File: src/rtl/narrow_serializer.sv
// ---------------------------------------------------------------------------
// narrow_serializer
//
// Purpose:
//   Takes one 64-bit word and streams it out as WIDTH-bit chunks, least
//   significant chunk first. This is the reverse of the datapath zero
//   extenders: it narrows a 64-bit register value onto a narrow bus, such as
//   a byte-wide debug or UART port. When fewer than all chunks are requested,
//   out_trunc flags that the unsent upper bits were nonzero. In that case,
//   zero-extending the sent chunks would not rebuild the original word.
//
// Parameters:
//   WIDTH      chunk width in bits. Legal values: 1, 2, 4, 8, 16, 32, 64.
//
// Ports:
//   clk        rising-edge clock
//   reset      asynchronous, active-low reset
//   in_valid   upstream offers a word
//   in_ready   block can accept a word (registered)
//   in_data    64-bit word to serialize
//   in_count   chunks to send; 0 or anything above NCHUNK means NCHUNK
//   out_valid  out_data holds a valid chunk
//   out_ready  downstream accepts the current chunk
//   out_data   current chunk
//   out_last   current chunk is the final one of the word
//   out_trunc  discarded upper bits were nonzero (valid with out_valid)
// ---------------------------------------------------------------------------
module narrow_serializer #(
    parameter int WIDTH = 8
) (
    input  logic             clk,
    input  logic             reset,
    input  logic             in_valid,
    output logic             in_ready,
    input  logic [63:0]      in_data,
    input  logic [6:0]       in_count,
    output logic             out_valid,
    input  logic             out_ready,
    output logic [WIDTH-1:0] out_data,
    output logic             out_last,
    output logic             out_trunc
);

    localparam int         NCHUNK  = 64 / WIDTH;
    localparam logic [6:0] NCHUNK7 = 7'(NCHUNK);

    typedef enum logic {
        IDLE,
        SEND
    } state_t;

    state_t      state;
    logic [63:0] sh;
    logic [6:0]  rem;
    logic        trunc;

    logic [6:0]  eff_count;
    logic        trunc_next;

    // A zero count or an oversized count both mean "send the whole word".
    always_comb begin
        eff_count = in_count;
        if (in_count == 7'd0 || in_count > NCHUNK7) begin
            eff_count = NCHUNK7;
        end
    end

    // OR together every chunk at or above the effective count. Working chunk
    // by chunk avoids any shift-by-64 mask arithmetic, and a full-width count
    // naturally selects no chunks at all.
    always_comb begin
        trunc_next = 1'b0;
        for (int i = 0; i < NCHUNK; i++) begin
            if (7'(i) >= eff_count) begin
                trunc_next = trunc_next | (|in_data[i*WIDTH +: WIDTH]);
            end
        end
    end

    // The control FSM and datapath registers.
    // In IDLE, in_ready is forced high on every edge without a handshake.
    // This makes it rise on the first edge after reset release. It also
    // keeps it high while the block waits for a word.
    always_ff @(posedge clk or negedge reset) begin
        if (!reset) begin
            state    <= IDLE;
            sh       <= '0;
            rem      <= '0;
            trunc    <= 1'b0;
            in_ready <= 1'b0;
        end else begin
            case (state)
                IDLE: begin
                    if (in_valid && in_ready) begin
                        sh       <= in_data;
                        rem      <= eff_count;
                        trunc    <= trunc_next;
                        in_ready <= 1'b0;
                        state    <= SEND;
                    end else begin
                        in_ready <= 1'b1;
                    end
                end
                SEND: begin
                    if (out_ready) begin
                        sh  <= sh >> WIDTH;
                        rem <= rem - 7'd1;
                        if (rem == 7'd1) begin
                            state    <= IDLE;
                            in_ready <= 1'b1;
                        end
                    end
                end
                default: begin
                    state <= IDLE;
                end
            endcase
        end
    end

    // Outputs are pure decode of registers. They are forced to zero outside
    // SEND, so leftover shift-register contents never leak onto the bus.
    always_comb begin
        out_valid = (state == SEND);
        out_data  = '0;
        out_last  = 1'b0;
        out_trunc = 1'b0;
        if (state == SEND) begin
            out_data  = sh[WIDTH-1:0];
            out_last  = (rem == 7'd1);
            out_trunc = trunc;
        end
    end

endmodule

File: config.mk
export PLATFORM = sky130hd
export DESIGN_NAME = narrow_serializer
export DESIGN_NICKNAME = d
export VERILOG_FILES = /design/src/rtl/narrow_serializer.sv
export SDC_FILE = /design/constraint.sdc
export NUM_CORES = 1
export LEC_CHECK = 0
export ABC_CLOCK_PERIOD_IN_PS = 3600
export BUFFER_PORTS_ARGS = -buffer_cell sky130_fd_sc_hd__buf_2
export CORE_ASPECT_RATIO = 0.5
export CORE_MARGIN = 3
export CORE_UTILIZATION = 58
export DETAILED_ROUTE_END_ITERATION = 10
export PLACE_DENSITY_LB_ADDON = 0.3
export SLEW_MARGIN = 0
export SYNTH_ARGS = -nofsm -noshare
export SYNTH_HDL_FRONTEND = slang
export SYNTH_SLANG_ARGS = --single-unit
File: constraint.sdc
create_clock -name clk -period 3.6 [get_ports clk]
set_input_delay 0.72 -clock clk [delete_from_list [all_inputs] [get_ports clk]]
set_output_delay 0.72 -clock clk [all_outputs]
set_load 0.005 [all_outputs]
Yosys cells after proc, flatten, opt, wreduce, memory -nomap -nowiden
Cells that the tools add are included.

cells by class
  add/subtract/negate cells = 1
  $lt $le $gt $ge = 9
  eq/ne operators = 4
  muxes and demuxes = 26
  bitwise logic cells = 8
  reduce and logical (&&, ||, !) cells = 14

operator list
  operator             number
  $mux 64              2
  $pmux 64 s2          1
  $reduce_or 8->1      8
  $ge 3x7->1 const A   4
  $mux 7               3
  $mux 1               16
  $ge 1x7->1 const A   2
  $ge 2x7->1 const A   2
  $pmux 7 s2           1
  $mux 8               1
  $eq 7x1->1 const B   1
  $gt 7x4->1 const B   1
  $logic_not 7->1      1
  $or 1x1->1           7
  $sub 7x1->7 const B  1
  $reduce_and 2->1     3
  $ne 2x2->1 const B   2
  $pmux 1 s2           2
  $ne 2x1->1 const B   1
  $logic_and 1x1->1    1
  $logic_or 1x1->1     1
  $not 1->1            1

word-level totals
  flip-flop bits (word level) = 74
  input bits = 75
  output and inout port bits = 12
  word-level logic and storage cells = 67

Longest topological paths before layout
  depth in word-level cells = 19
  depth in mapped cells = 7
  mapped depth without buffers = 7

Least setup slack after synthesis
OpenSTA, ideal clock, no wires.

  path type = input port to flip-flop
  from = in in_count[3]
  to = reg trunc
  library setup time = 0.128 ns
  arrival time = 1.740 ns
  data required time = 3.472 ns
  path slack = 1.733 ns
  stages on the path = 5
  path buffers = 0
  path through = nor4_4 nand3_1 a2111oi_0 or3_1 nand3_1

between the ends
  cells in the longest elaborated chain, start to end = 19
  elaborated cells between the ends (all ways) = 27
  those cells by class = order compare (9); mux (9); bitwise (7); reduce/logical (2)

ends and longest elaborated chain
  what                                                  RTL line  RTL
  start, declared                                       36        input logic [6:0] in_count,
  $gt 7x4->1 / $logic_not 7->1 (equally long branches)  63        if (in_count == 7'd0 || in_count > NCHUNK7) begin
  $logic_or 1x1->1                                      63
  $mux 7 (*)                                            63
  $ge 1x7->1                                            74        if (7'(i) >= eff_count) begin
  $mux 1                                                74
  $or 1x1->1                                            75        trunc_next = trunc_next | (|in_data[i*WIDTH +: WIDTH]);
  $mux 1                                                74
  $or 1x1->1                                            75
  (+3 left out)                                         n/a
  $or 1x1->1                                            75
  $mux 1                                                74
  $or 1x1->1                                            75
  $mux 1                                                74
  $or 1x1->1                                            75
  $mux 1                                                74
  $or 1x1->1                                            75
  $mux 1 (*)                                            74
  end signal, assigned                                  97        trunc <= trunc_next;
  end, declared                                         55        logic trunc;

Mark *: on every way between the ends. The rest lies on a longest branch, timed or not.
A chain may end at the register's enable or synchronous reset.

Worst setup path in the final report
  from = reg state, in the netlist out_valid
  to = out out_data[5]

between the ends
  cells in the longest elaborated chain, start to end = 1

ends and longest elaborated chain
  what                    RTL line  RTL
  start, declared         52        state_t state;
  start signal, assigned  86        state <= IDLE;
  start signal, assigned  99        state <= SEND;
  start signal, assigned  109       state <= IDLE;
  $mux 8                  128       if (state == SEND) begin
  end, declared           39        output logic [WIDTH-1:0] out_data,

Every way passes these cells.

==> metrics.cfg <==
[logic_synthesis]
yosysUniqueCellTypes = 38
ys_seq_elements = 74
netlist_area_um2 = 3659
async_flop_share_pct = 100.0
synthMuxAreaShare_pct = 15.32
synth_top_family_by_area = simple AND/OR/NAND/NOR gates
yosys_warnings = 0
yosysSeqAreaShare_pct = 50.62
post_synth_and_or_nand_nor_area_fraction_pct = 17.89
syn_avg_cell_area_um2 = 9.835
synthFlopType = dfrtp_1
synth_edf_count = 0
synth-compound-area-share_pct = 11.56
syn_inst = 372
synth_fp_nets = 449
yosys.area_share.adder_pct = 0.6840
synth-xor-area-share_pct = 0.2394

[floorplan]
start_util_pct = 63.33
coreArea_um2 = 5777
fp.dieArea_um2 = 7355
die_w_um = 118.3
num_rows = 19
io_pins = 87
fp.dieH_um = 62.16

[setup_path]
endpoint_kind = primary output
start_kind = flop
cp.arrival_ns = 2.02
critPathMaxFanout = 50
critPathRequiredTime_ns = 2.88
path_class = reg2out
r2r_slack_ns = 0.94

[clocking]
clk_latency_ns = 0.33
post-cts-setup-buffers = 0
clockBufferDepth = 2
clock-sinks = 74
ctsResizeCount = 0
tritoncts = done
path_clk_slew_ns = 0.05
cts_buffers = 9
clockRootBuffer = clkbuf_16
hold_buffers = 0
h-tree-depth = 3

[sta]
slew_headroom_pct = 49.08
fin_crit_sh_pct = 76.01
skew_ns = 0.005729
fmax_mhz = 365.4
slew_viol_final = 0
setup_viol = 0
rsz0062_at_grt = false
period_minus_slack_ns = 2.736
fin_tns_setup_ns = 0
hold_viol = 0
tightest_slew_ns = 0.7639

[power_and_ir_drop]
p_sw_mw = 1.201
max-vdd-ir-drop_mv = 0.4582
leakage_nw = 2.307
p_clk_share_pct = 23.1
intPower_mw = 2.150
seqPwrFrac_pct = 43.6
sw_frac_of_total_pct = 35.85
powerDensity_nw_per_um2 = 766.2
power_frac_comb_pct = 33.4

[cells_and_area]
seqCellArea_um2 = 1856
area_growth_pct = 19.56
nNetsFinal = 525
n_antenna_cell = 0
layout_common_cells = 86 x buf_2, 79 x nand2_1, 73 x dfrtp_1
layout-drive-gt1-share_pct = 23.45
fillers = 407
final_common_cell = buf_2
utilization_pct = 75.72
final_cells = 536
multi_input_area_um2 = 1672

[grt]
track_usage_pct = 23.79
antenna_found_initial = 0
grt_pass1_vias = 3024
grt_start_max_net_pins = 116
grt-ovfl-total = 0
grt_pass1_wl_um = 14000

[drt]
drcViolationCount = 0
drt-wirelength-per-cell_um = 15.42
drt-pass1-iter-count = 4
wl_met2_um = 3763
vias = 2984
avgViaCountPerCell = 5.567
top_layer = met4
wl_met1_um = 3836
wl_met3_um = 573
antenna_left = 0
drt_wl_total_um = 8263
drt_iter0_drc = 231

[placed_design]
routabilityCongestion = 0.9000
dp_hpwl_um = 5756
place_inst = 521
port_buffers = 86

[run]
maxCapViolations = 0

[hold_path]
min_path_type = in2async

[outcome]
status = finished, final reports clean

## stage by stage
stage / setup WS, ns / cell area [um^2] / hold slack (ns) / power, mW
3_5_place_dp: 1.006 / 4121 / 0.4692 / 2.577
3_3_place_gp: 1.069 / 4121 / 0.4560 / 2.501
6_report: 0.8636 / 4374 / 0.4094 / 3.351
4_1_cts: 0.8394 / 4374 / 0.4310 / 3.359
5_1_grt: 0.7470 / 4374 / 0.4419 / 3.596
2_1_floorplan: 1.733 / 3659 / 0.4244 / 2.269
## cells by family after synthesis
logic type,Yosys count
AO/OA/AOI/OAI,75
buffers and inverters,27
flip-flops,74
XOR/XNOR,1
multiplexers,56
AND/OR/NAND/NOR,137
adder cells (fa/ha/maj),2
## Yosys cell counts, types with 2 or more instances
| library cell | number | area, um^2 |
|---|---|---|
| nor2b_1 | 2 | 12.51 |
| buf_2 | 9 | 45.04 |
| or4_1 | 2 | 15.01 |
| o21ai_1 | 14 | 70.07 |
| nor2_1 | 4 | 15.01 |
| ha_1 | 2 | 25.02 |
| nor3_1 | 2 | 10.01 |
| nand4_1 | 4 | 25.02 |
| nor4_1 | 12 | 75.07 |
| a32oi_1 | 2 | 17.52 |
| a21oi_1 | 2 | 10.01 |
| dfrtp_1 | 74 | 1852 |
| and2_1 | 9 | 56.30 |
| nand3_1 | 15 | 75.07 |
| buf_4 | 6 | 45.04 |
| o21ai_0 | 48 | 240.2 |
| nand2_1 | 79 | 296.5 |
| mux2i_1 | 56 | 560.5 |
| inv_1 | 3 | 11.26 |
| clkbuf_1 | 9 | 33.78 |
## area by class of cell
type | instances | area share, %
sequential | 74 | 42.42
multi-input combinational | 271 | 38.21
timing repair buffer | 89 | 10.93
clock buffer | 11 | 5.320
tap | 84 | 2.403
clock inverter | 4 | 0.4577
inverter | 3 | 0.2574
## critical path, cell delays in order, from the launching register on
cell	delay (ns)
dfrtp_4	0.89
buf_4	0.49
and2_1	0.19
buf_2	0.11
## state kept, by name (all words and copies together) (netlist names)
signal     flops
rem            7
out_valid      1
trunc          1
in_ready       1
sh            64
## routing by layer
metal  vias up  global-route usage (%)
li1       1472                       -
met1      1408                   31.69
met2        94                   37.53
met3        10                   8.794
met4         0                   5.401
met5         -                       0
## power by group through the flow
| stage | Combinational (mW) | Clock [mW] | Sequential, mW |
|---|---|---|---|
| 2_1_floorplan | 0.962 | 0 | 1.31 |
| 3_3_place_gp | 1.06 | 0 | 1.44 |
| 3_5_place_dp | 1.12 | 0 | 1.46 |
| 4_1_cts | 1.13 | 0.781 | 1.45 |
| 5_1_grt | 1.28 | 0.817 | 1.50 |
| 6_report | 1.12 | 0.774 | 1.46 |
## path summary, 6_finish.rpt
check	endpoint	from	cells after the start
max reg2reg	rem[3]	out_valid	6
max	out_data[5]	out_valid	3
max in group asynchronous	out_valid	reset	2
min in group clk	sh[7]	sh[7]	2
min	sh[1]	reset	2
min reg2reg	sh[7]	sh[7]	2
Power figures use the tool's default switching activity.
